$ cat src/rtl/rxbuf_pkg.sv
// Shared defaults and types for the RX receive buffer FIFO.
package rxbuf_pkg;

  localparam int RXBUF_WIDTH_DEF = 8;
  localparam int RXBUF_DEPTH_DEF = 4;
  localparam int RXBUF_CNT_W     = $clog2(RXBUF_DEPTH_DEF) + 1;

  typedef logic [RXBUF_CNT_W-1:0] rxbuf_count_t;

  typedef enum logic [1:0] {
    OCC_EMPTY,
    OCC_PARTIAL,
    OCC_FULL
  } rxbuf_occ_e;

endpackage

$ cat src/rtl/rx_buffer_fifo_if.sv
// Handshake bundle between the RX channel / consumer and the receive buffer FIFO.
interface rx_buffer_fifo_if #(
  parameter int WIDTH = 8,
  parameter int DEPTH = 4
);

  logic [WIDTH-1:0]         rx_data;
  logic                     rx_new_data;
  logic                     rx_hold;
  logic                     rd_en;
  logic [WIDTH-1:0]         rd_data;
  logic                     rd_valid;
  logic [$clog2(DEPTH):0]   count;
  logic                     overflow;

  modport master (
    output rx_data, rx_new_data, rd_en,
    input  rx_hold, rd_data, rd_valid, count, overflow
  );

  modport slave (
    input  rx_data, rx_new_data, rd_en,
    output rx_hold, rd_data, rd_valid, count, overflow
  );

endinterface

$ cat src/rtl/rxbuf_ctrl.sv
// Pointer, occupancy, overflow and backpressure control for rx_buffer_fifo.
// Optional macro RXBUF_ALMOST_FULL_EN raises rx_hold one entry early.
import rxbuf_pkg::*;

module rxbuf_ctrl #(
  parameter  int DEPTH = RXBUF_DEPTH_DEF,
  localparam int PW    = $clog2(DEPTH),
  localparam int CW    = PW + 1
) (
  input  logic          ACLK,
  input  logic          ARESET,
  input  logic          push_req,
  input  logic          pop_req,
  output logic          push_en,
  output logic [PW-1:0] wr_ptr,
  output logic [PW-1:0] rd_ptr,
  output logic [CW-1:0] count,
  output logic          overflow,
  output logic          rx_hold,
  output logic          rd_valid
);

  localparam logic [CW-1:0] FULL_CNT = CW'(DEPTH);

  logic [PW-1:0] wr_ptr_q, wr_ptr_d;
  logic [PW-1:0] rd_ptr_q, rd_ptr_d;
  logic [CW-1:0] count_q, count_d;
  logic          overflow_q, overflow_d;
  logic          push, pop;
  rxbuf_occ_e    occ;

  // NOTE: every signal assigned in always_comb gets a default first, so no path leaves it unassigned and no latch is inferred.
  always_comb begin
    occ        = OCC_PARTIAL;
    if (count_q == '0)           occ = OCC_EMPTY;
    else if (count_q == FULL_CNT) occ = OCC_FULL;

    pop        = pop_req && (occ != OCC_EMPTY);
    // A full buffer still accepts a word when the head leaves on the same edge.
    push       = push_req && ((occ != OCC_FULL) || pop);

    wr_ptr_d   = push ? wr_ptr_q + PW'(1) : wr_ptr_q;
    rd_ptr_d   = pop  ? rd_ptr_q + PW'(1) : rd_ptr_q;
    overflow_d = overflow_q || (push_req && !push);

    count_d    = count_q;
    unique case ({push, pop})
      2'b10:   count_d = count_q + CW'(1);
      2'b01:   count_d = count_q - CW'(1);
      default: count_d = count_q;
    endcase
  end

  // NOTE: sequential state uses non-blocking assignments so every flop samples pre-edge values.
  always_ff @(posedge ACLK or posedge ARESET) begin
    if (ARESET) begin
      wr_ptr_q   <= '0;
      rd_ptr_q   <= '0;
      count_q    <= '0;
      overflow_q <= 1'b0;
    end else begin
      wr_ptr_q   <= wr_ptr_d;
      rd_ptr_q   <= rd_ptr_d;
      count_q    <= count_d;
      overflow_q <= overflow_d;
    end
  end

  assign push_en  = push;
  assign wr_ptr   = wr_ptr_q;
  assign rd_ptr   = rd_ptr_q;
  assign count    = count_q;
  assign overflow = overflow_q;
  assign rd_valid = (count_q != '0);

`ifdef RXBUF_ALMOST_FULL_EN
  // One entry of slack covers the cycle the RX channel needs to see hold and stop.
  assign rx_hold = (count_q >= FULL_CNT - CW'(1));
`else
  assign rx_hold = (count_q == FULL_CNT);
`endif

endmodule

$ cat src/rtl/rx_buffer_fifo.sv
// First-word fall-through receive buffer between the RX channel and a consumer.
// Optional macro RXBUF_ALMOST_FULL_EN (handled in rxbuf_ctrl) asserts rx_hold at DEPTH-1.
import rxbuf_pkg::*;

module rx_buffer_fifo #(
  parameter int WIDTH = RXBUF_WIDTH_DEF,
  parameter int DEPTH = RXBUF_DEPTH_DEF
) (
  input  logic          ACLK,
  input  logic          ARESET,
  rx_buffer_fifo_if.slave bus
);

  localparam int PW = $clog2(DEPTH);

  logic             push_en;
  logic [PW-1:0]    wr_ptr;
  logic [PW-1:0]    rd_ptr;
  logic [WIDTH-1:0] mem [DEPTH];

  rxbuf_ctrl #(.DEPTH(DEPTH)) u_ctrl (
    .ACLK     (ACLK),
    .ARESET   (ARESET),
    .push_req (bus.rx_new_data),
    .pop_req  (bus.rd_en),
    .push_en  (push_en),
    .wr_ptr   (wr_ptr),
    .rd_ptr   (rd_ptr),
    .count    (bus.count),
    .overflow (bus.overflow),
    .rx_hold  (bus.rx_hold),
    .rd_valid (bus.rd_valid)
  );

  // NOTE: storage has no reset; the cleared pointers and count already mark every entry invalid.
  always_ff @(posedge ACLK) begin
    if (push_en) mem[wr_ptr] <= bus.rx_data;
  end

  assign bus.rd_data = mem[rd_ptr];

endmodule

$ cat src/flat_wrapper.sv
// flat-port wrapper written by rule: the top's interface ports become plain ports
module rx_buffer_fifo_flat 
#(
  parameter int WIDTH = RXBUF_WIDTH_DEF,
  parameter int DEPTH = RXBUF_DEPTH_DEF
)
  (ACLK, ARESET, bus_rx_data, bus_rx_new_data, bus_rd_en, bus_rx_hold, bus_rd_data, bus_rd_valid, bus_count, bus_overflow);
  rx_buffer_fifo_if #(.WIDTH(WIDTH), .DEPTH(DEPTH)) bus_i ();
  input  logic ACLK;
  input  logic ARESET;
  input wire logic [$bits(bus_i.rx_data)-1:0] bus_rx_data;
  input wire logic [$bits(bus_i.rx_new_data)-1:0] bus_rx_new_data;
  input wire logic [$bits(bus_i.rd_en)-1:0] bus_rd_en;
  output wire logic [$bits(bus_i.rx_hold)-1:0] bus_rx_hold;
  output wire logic [$bits(bus_i.rd_data)-1:0] bus_rd_data;
  output wire logic [$bits(bus_i.rd_valid)-1:0] bus_rd_valid;
  output wire logic [$bits(bus_i.count)-1:0] bus_count;
  output wire logic [$bits(bus_i.overflow)-1:0] bus_overflow;
  assign bus_i.rx_data = bus_rx_data;
  assign bus_i.rx_new_data = bus_rx_new_data;
  assign bus_i.rd_en = bus_rd_en;
  assign bus_rx_hold = bus_i.rx_hold;
  assign bus_rd_data = bus_i.rd_data;
  assign bus_rd_valid = bus_i.rd_valid;
  assign bus_count = bus_i.count;
  assign bus_overflow = bus_i.overflow;
  rx_buffer_fifo #(.WIDTH(WIDTH), .DEPTH(DEPTH)) u_core (.ACLK(ACLK), .ARESET(ARESET), .bus(bus_i));
endmodule
$ cat config.mk
export PLATFORM = sky130hd
export DESIGN_NAME = rx_buffer_fifo_flat
export DESIGN_NICKNAME = d
export VERILOG_FILES = /design/src/rtl/rxbuf_pkg.sv /design/src/rtl/rx_buffer_fifo_if.sv /design/src/rtl/rxbuf_ctrl.sv /design/src/rtl/rx_buffer_fifo.sv /design/src/flat_wrapper.sv
export SDC_FILE = /design/constraint.sdc
export NUM_CORES = 1
export LEC_CHECK = 0
export CAP_MARGIN = 40
export CORE_UTILIZATION = 56
export CTS_CLUSTER_DIAMETER = 150
export CTS_CLUSTER_SIZE = 20
export DETAILED_ROUTE_END_ITERATION = 6
export GPL_TIMING_DRIVEN = 0
export PLACE_DENSITY = 0.82
export SYNTH_ARGS = -nofsm -noshare
export SYNTH_HDL_FRONTEND = slang
export SYNTH_SLANG_ARGS = --single-unit
$ cat constraint.sdc
create_clock -name ACLK -period 3.5 [get_ports ACLK]
set_input_delay 0.525 -clock ACLK [delete_from_list [all_inputs] [get_ports ACLK]]
set_output_delay 0.525 -clock ACLK [all_outputs]
set_load 0.01 [all_outputs]
* After elaboration in Yosys (flattened, before gate mapping) *
Memory sizes are Yosys's and may differ from the RTL's.
Index checks and enable logic that the tools add are counted.

storage, ports and cells
  bits in read-only memories = 0
  memories kept = 1
  bits in latches = 0
  word-level logic and storage cells = 28
  register bits = 8
  memory bits (writable) = 32
  output and inout port bits = 14
  bits of input ports = 12

cells by class
  reduce and logical (&&, ||, !) cells = 10
  eq/ne operators = 4
  $mul = 0
  mux-type cells = 5
  bitwise gates (word level) = 0
  div/mod/pow operators = 0
  add/subtract/negate cells = 4
  $lt $le $gt $ge = 0
  shift-type cells = 0

memories
  memory      words  width  read ports  clocked after Yosys merged registers in  write ports  line                  RTL
  u_core.mem  4      8      1           0                                        1            rx_buffer_fifo.sv:19  logic [WIDTH-1:0] mem [DEPTH];

operators by type and width
  operator             number
  $pmux 3 s2           1
  $add 2x1->2 const B  2
  $mux 2               2
  $reduce_bool 2->1    2
  $add 3x1->3 const B  1
  $eq 3x3->1 const B   1
  $logic_and 1x1->1    3
  $logic_not 3->1      1
  $reduce_bool 3->1    1
  $sub 3x1->3 const B  1
  $eq 2x1->1 const B   1
  $eq 2x2->1 const B   1
  $logic_or 1x1->1     2
  $mux 1               2
  $ne 2x2->1 const B   1
  $logic_not 1->1      1

* Logic depth before layout (Yosys ltp) *
  depth after elaboration = 10
  gate-level depth with buffers = 7
  depth with buffers taken out = 6

* Cells and area by module *
From an unflattened synthesis, not the netlist that was laid out.

second synthesis, totals
  cells, all modules = 80
  area total of the unflattened synthesis = 1,591.5 µm²

modules (own cells, without submodules)
  module          cells each  sequential area each (µm²)  area an instance (µm²)  instances
  rx_buffer_fifo  46          960.9                       1,188.6                 1
  rxbuf_ctrl      34          200.2                       402.9                   1

* Worst setup path before layout *
OpenSTA, ideal clock, no wires.

  path kind = input -> register
  start point = input port bus_rd_en
  end point = register u_core.u_ctrl.count_q[2], in the netlist u_core.u_ctrl.count[2]
  path slack = 1.370 ns
  path buffers = 1
  data required time = 3.420 ns
  data arrival time = 2.050 ns
  cell stages on the path = 7
  library setup time = 0.080 ns
  cell sequence = buf_2 > o31a_1 > or2b_1 > fa_1 > nand2b_1 > o32ai_2 > xor2_1

between the ends
  word-level cells in the longest chain between the ends = 5
  elaborated cells on any way between the ends = 7
  those cells by class = eq/ne: 2; mux: 1; reduce/logical: 4

ends and longest elaborated chain
  item                                                    line                RTL
  start: declaration                                      flat_wrapper.sv:13  input wire logic [$bits(bus_i.rd_en)-1:0] bus_rd_en;
  $logic_and 1x1->1 (*)                                   rxbuf_ctrl.sv:38    pop = pop_req && (occ != OCC_EMPTY);
  $logic_or 1x1->1                                        rxbuf_ctrl.sv:40    push = push_req && ((occ != OCC_FULL) || pop);
  $logic_and 1x1->1                                       rxbuf_ctrl.sv:40
  $eq 2x1->1 / $eq 2x2->1 (equally long branches)         rxbuf_ctrl.sv:47    unique case ({push, pop})
  $pmux 3 s2 / $reduce_bool 2->1 (equally long branches)  --
  end signal: assignment                                  rxbuf_ctrl.sv:64    count_q <= count_d;
  end: declaration                                        rxbuf_ctrl.sv:27    logic [CW-1:0] count_q, count_d;

Mark *: on every way between the ends. The rest lies on a longest branch, timed or not.
A chain may end at the register's enable or synchronous reset.

* Worst setup path in the final report *
  start point = register u_core.u_ctrl.rd_ptr_q[0], in the netlist u_core.u_ctrl.rd_ptr[0]
  end point = output port bus_rd_data[7]

between the ends
  word-level cells in the longest chain between the ends = 1

ends and longest elaborated chain
  item                      line                RTL
  start: declaration        rxbuf_ctrl.sv:26    logic [PW-1:0] rd_ptr_q, rd_ptr_d;
  start signal: assignment  rxbuf_ctrl.sv:63    rd_ptr_q <= rd_ptr_d;
  $mem_v2 4x8               --
  end: declaration          flat_wrapper.sv:15  output wire logic [$bits(bus_i.rd_data)-1:0] bus_rd_data;

No other way between the ends.

==> key figures <==
Setup path
  – R2R cell count: 7
  – Slowest stage delay, CP: 560 ps
  – Bufs and invs on worst path: 2
  – Type of origin of the critical path: flip-flop
  – Crit Path Class: flip-flop to primary output
  – Delay-heaviest family, CP: buffers and inverters
  – Required @ worst endpoint: 2970 ps
  – Reg2reg setup slack: 1400 ps
  – Worst Path Max Fanout: 10
  – CP Data Arrival Time: 2020 ps
  – Cell Chain, Critical Path: buf_2, mux4_2, clkdlybuf4s50_1
  – Crit. End Element: primary output
  – WP depth: 3
  – Crit path max-delay cell type: mux4_2

Timing
  – Period Utilization, post-route: 72.8%
  – FMAX: 393 MHz
  – Rel. slew slack: 63.7%
  – Final min period: 2550 ps
  – Final setup fails: 0
  – Final Max Slew Viols: 0
  – PnR worst setup slack: 953 ps
  – TNS Setup: 0 ps
  – Slew @ Worst Pin: 545 ps
  – Setup Skew: 9.67 ps
  – RSZ-0062 raised after global routing: false
  – Fin. Hold Viols: 0

Pwr
  – PwrDens: 823 mW/mm^2
  – Maximum vdd drop: 489 uV
  – Pleak: 0.748 nW
  – Total power: 0.00170 W

Clocking
  – Insertion delay to the later sink of the worst-skew pair: 340 ps
  – Clk sinks: 40
  – Reg clk slew, reported paths: 110 ps
  – H-Tree Depth: 2
  – Clock Tree Root: clkbuf_4
  – Clock buffer depth: 2
  – # hold bufs at CTS: 0
  – Num CTS Buffers: 5
  – TritonCTS clock tree: done
  – Setup bufs post-CTS: 0
  – Resized cells post-CTS: 0

Place
  – Placed cell area: 0.00199 sq mm
  – Pre-CTS setup slack: 1070 ps
  – GP Congestion: 0.839
  – DPL Wire Length: 1.99 mm
  – # port buffers: 24

Logic synthesis
  – Mean Syn Cell Area: 17.7 sq um
  – Netlist cell types: 31
  – Cell count after synthesis: 97
  – Sequential fraction of the synthesis area: 67.7%
  – Top cell type's share of synthesized area: 56.0%
  – Synth area leaders: edfxtp_1 56%, dfrtp_1 12%, mux4_2 11%
  – Ys Warns: 0
  – Mapped Area: 0.00172 sq mm
  – #FFs+latches synth: 40
  – Asr flop ratio synth: 20.0%
  – Prevailing post-synth register cell: edfxtp_1
  – EDFF count, synth: 32
  – Area leader, netlist: edfxtp_1
  – Net Count, Synth: 114

GRT
  – Initial antenna violation count: 0
  – Number of global-route vias before repair: 944
  – First-pass GRT wire length: 4.52 mm
  – Largest net degree at the start of global routing: 13
  – All-Layer GR Usage: 19.7%
  – Global route total overflow: 0

Layout
  – Antenna diode count: 0
  – Nets: 145
  – Ratio of cells with drive above 1 in the final layout: 17.8%
  – Fill count: 186
  – Design area: 0.00207 sq mm
  – Area Overhead vs Synth: 20.7%

Detailed routing
  – Drt total wl: 2.78 mm
  – Detailed Routing Iterations Pass 1: 6
  – First DRT Iteration DRCs: 32
  – Total number of vias: 911
  – Final ANT Viol Nets: 0
  – Vias/cell: 5.69
  – Residual DRC: 1
  – Drt wl/cell: 17.4 microns

Floorplan
  – Die area: 0.00329 sq mm
  – Core Box Area: 0.00283 sq mm
  – Die Span Y: 57.3 microns
  – IO Pins: 26
  – Initial Util: 60.6%
  – Die width: 57.3 microns
  – Rows: 19

Outcome
  – Failing checks: DRC
  – Status: finished with violations

Job
  – Max Cap Violations: 0

Hold path
  – Worst hold path type: input port to asynchronous set/reset pin
## power by group
group	total, W	internal (W)	switching [W]
clock	0.000291	0.000150	0.000141
sequential	0.000703	0.000643	0.0000605
combinational	0.000710	0.000392	0.000317
total	0.00170	0.00118	0.000519
## synthesized netlist by cell type (all sizes together) (2+ instances only)
master,number
mux4,8
buf,5
xor2,3
xnor2,3
nor2b,2
ha,4
dfrtp,8
nand2,2
edfxtp,32
nand3,2
inv,7
and2,4
## registers in the layout (all words and copies together), names as in the netlist
name / count
u_core.mem: 32
u_core.u_ctrl.count: 3
u_core.u_ctrl.overflow: 1
u_core.u_ctrl.rd_ptr: 2
u_core.u_ctrl.wr_ptr: 2
## cells in the final DEF, fill, tap and decap left out
cell | Yosys | routed
o31ai_1 | 1 | 1
o21ai_0 | 1 | 1
nor4b_4 | 1 | 1
dfrtp_1 | 8 | 8
and3_1 | 1 | 1
clkbuf_1 | 0 | 1
nor2b_1 | 2 | 2
buf_2 | 3 | 3
inv_1 | 7 | 7
or2b_1 | 1 | 1
a31o_2 | 1 | 1
and2_1 | 4 | 4
fa_1 | 1 | 1
o211ai_1 | 1 | 1
buf_6 | 1 | 1
o21ba_2 | 1 | 1
xor2_1 | 3 | 3
nand3b_1 | 1 | 1
nand3_1 | 2 | 2
clkdlybuf4s50_1 | 0 | 24
bufinv_16 | 0 | 1
xnor2_1 | 3 | 3
o32ai_2 | 1 | 1
o31a_1 | 1 | 1
clkbuf_4 | 0 | 5
nand2_1 | 2 | 2
clkinv_2 | 0 | 1
ha_1 | 4 | 4
nor3_1 | 1 | 1
mux2_1 | 1 | 1
nor2_1 | 1 | 1
buf_1 | 1 | 1
mux4_2 | 8 | 8
edfxtp_1 | 32 | 32
nand2b_1 | 1 | 1
a21oi_1 | 1 | 1
## final cells by class
class	instances	area [sq um]	share of cell area (%)
Timing Repair Buffer	24	240	11.6
Multi-Input combinational cell	45	498	24.0
Buffer	5	30.0	1.45
Inverter	7	26.3	1.27
Clock buffer	6	41.3	1.99
Tap cell	31	38.8	1.87
Clock inverter	2	35.0	1.69
Sequential cell	40	1160	56.1
## worst paths after layout
check / endpoint / from
setup reg to reg: u_core.u_ctrl.count[1] / u_core.u_ctrl.count[0]
min in group ACLK: u_core.u_ctrl.overflow / u_core.u_ctrl.overflow
max in group asynchronous: u_core.u_ctrl.wr_ptr[0] / ARESET
hold / removal: u_core.u_ctrl.rd_ptr[1] / ARESET
hold reg to reg: u_core.u_ctrl.overflow / u_core.u_ctrl.overflow
setup / recovery: bus_rd_data[7] / u_core.u_ctrl.rd_ptr[0]
## through the flow
stage                     cells  util [%]  hold WS (ps)
after global routing        160      73.2           440
after CTS                   160      73.2           426
final                       160      73.2           429
after global placement      152      70.5           454
after floorplan              97         -           341
after detailed placement    152      70.5           462
## cells by family after synthesis
family	count (synthesis)	synth area share [%]
XOR/XNOR	6	3.06
AND/OR/NAND/NOR	17	6.71
AO/OA/AOI/OAI	8	4.01
adder cells (fa/ha/maj)	5	4.08
buffers and inverters	12	3.28
flip-flops	40	67.7
multiplexers	9	11.2
## per-layer routing
layer	wire (microns)	share of wire [%]	vias to the layer above	track usage (%)
met5	0	0	-	0
met3	113	4.1	4	6.80
met2	1480	53	20	30.9
met4	22	0.79	0	7.32
met1	1170	42	464	25.6
li1	-	-	423	-
(Power assumes the default switching activity.)
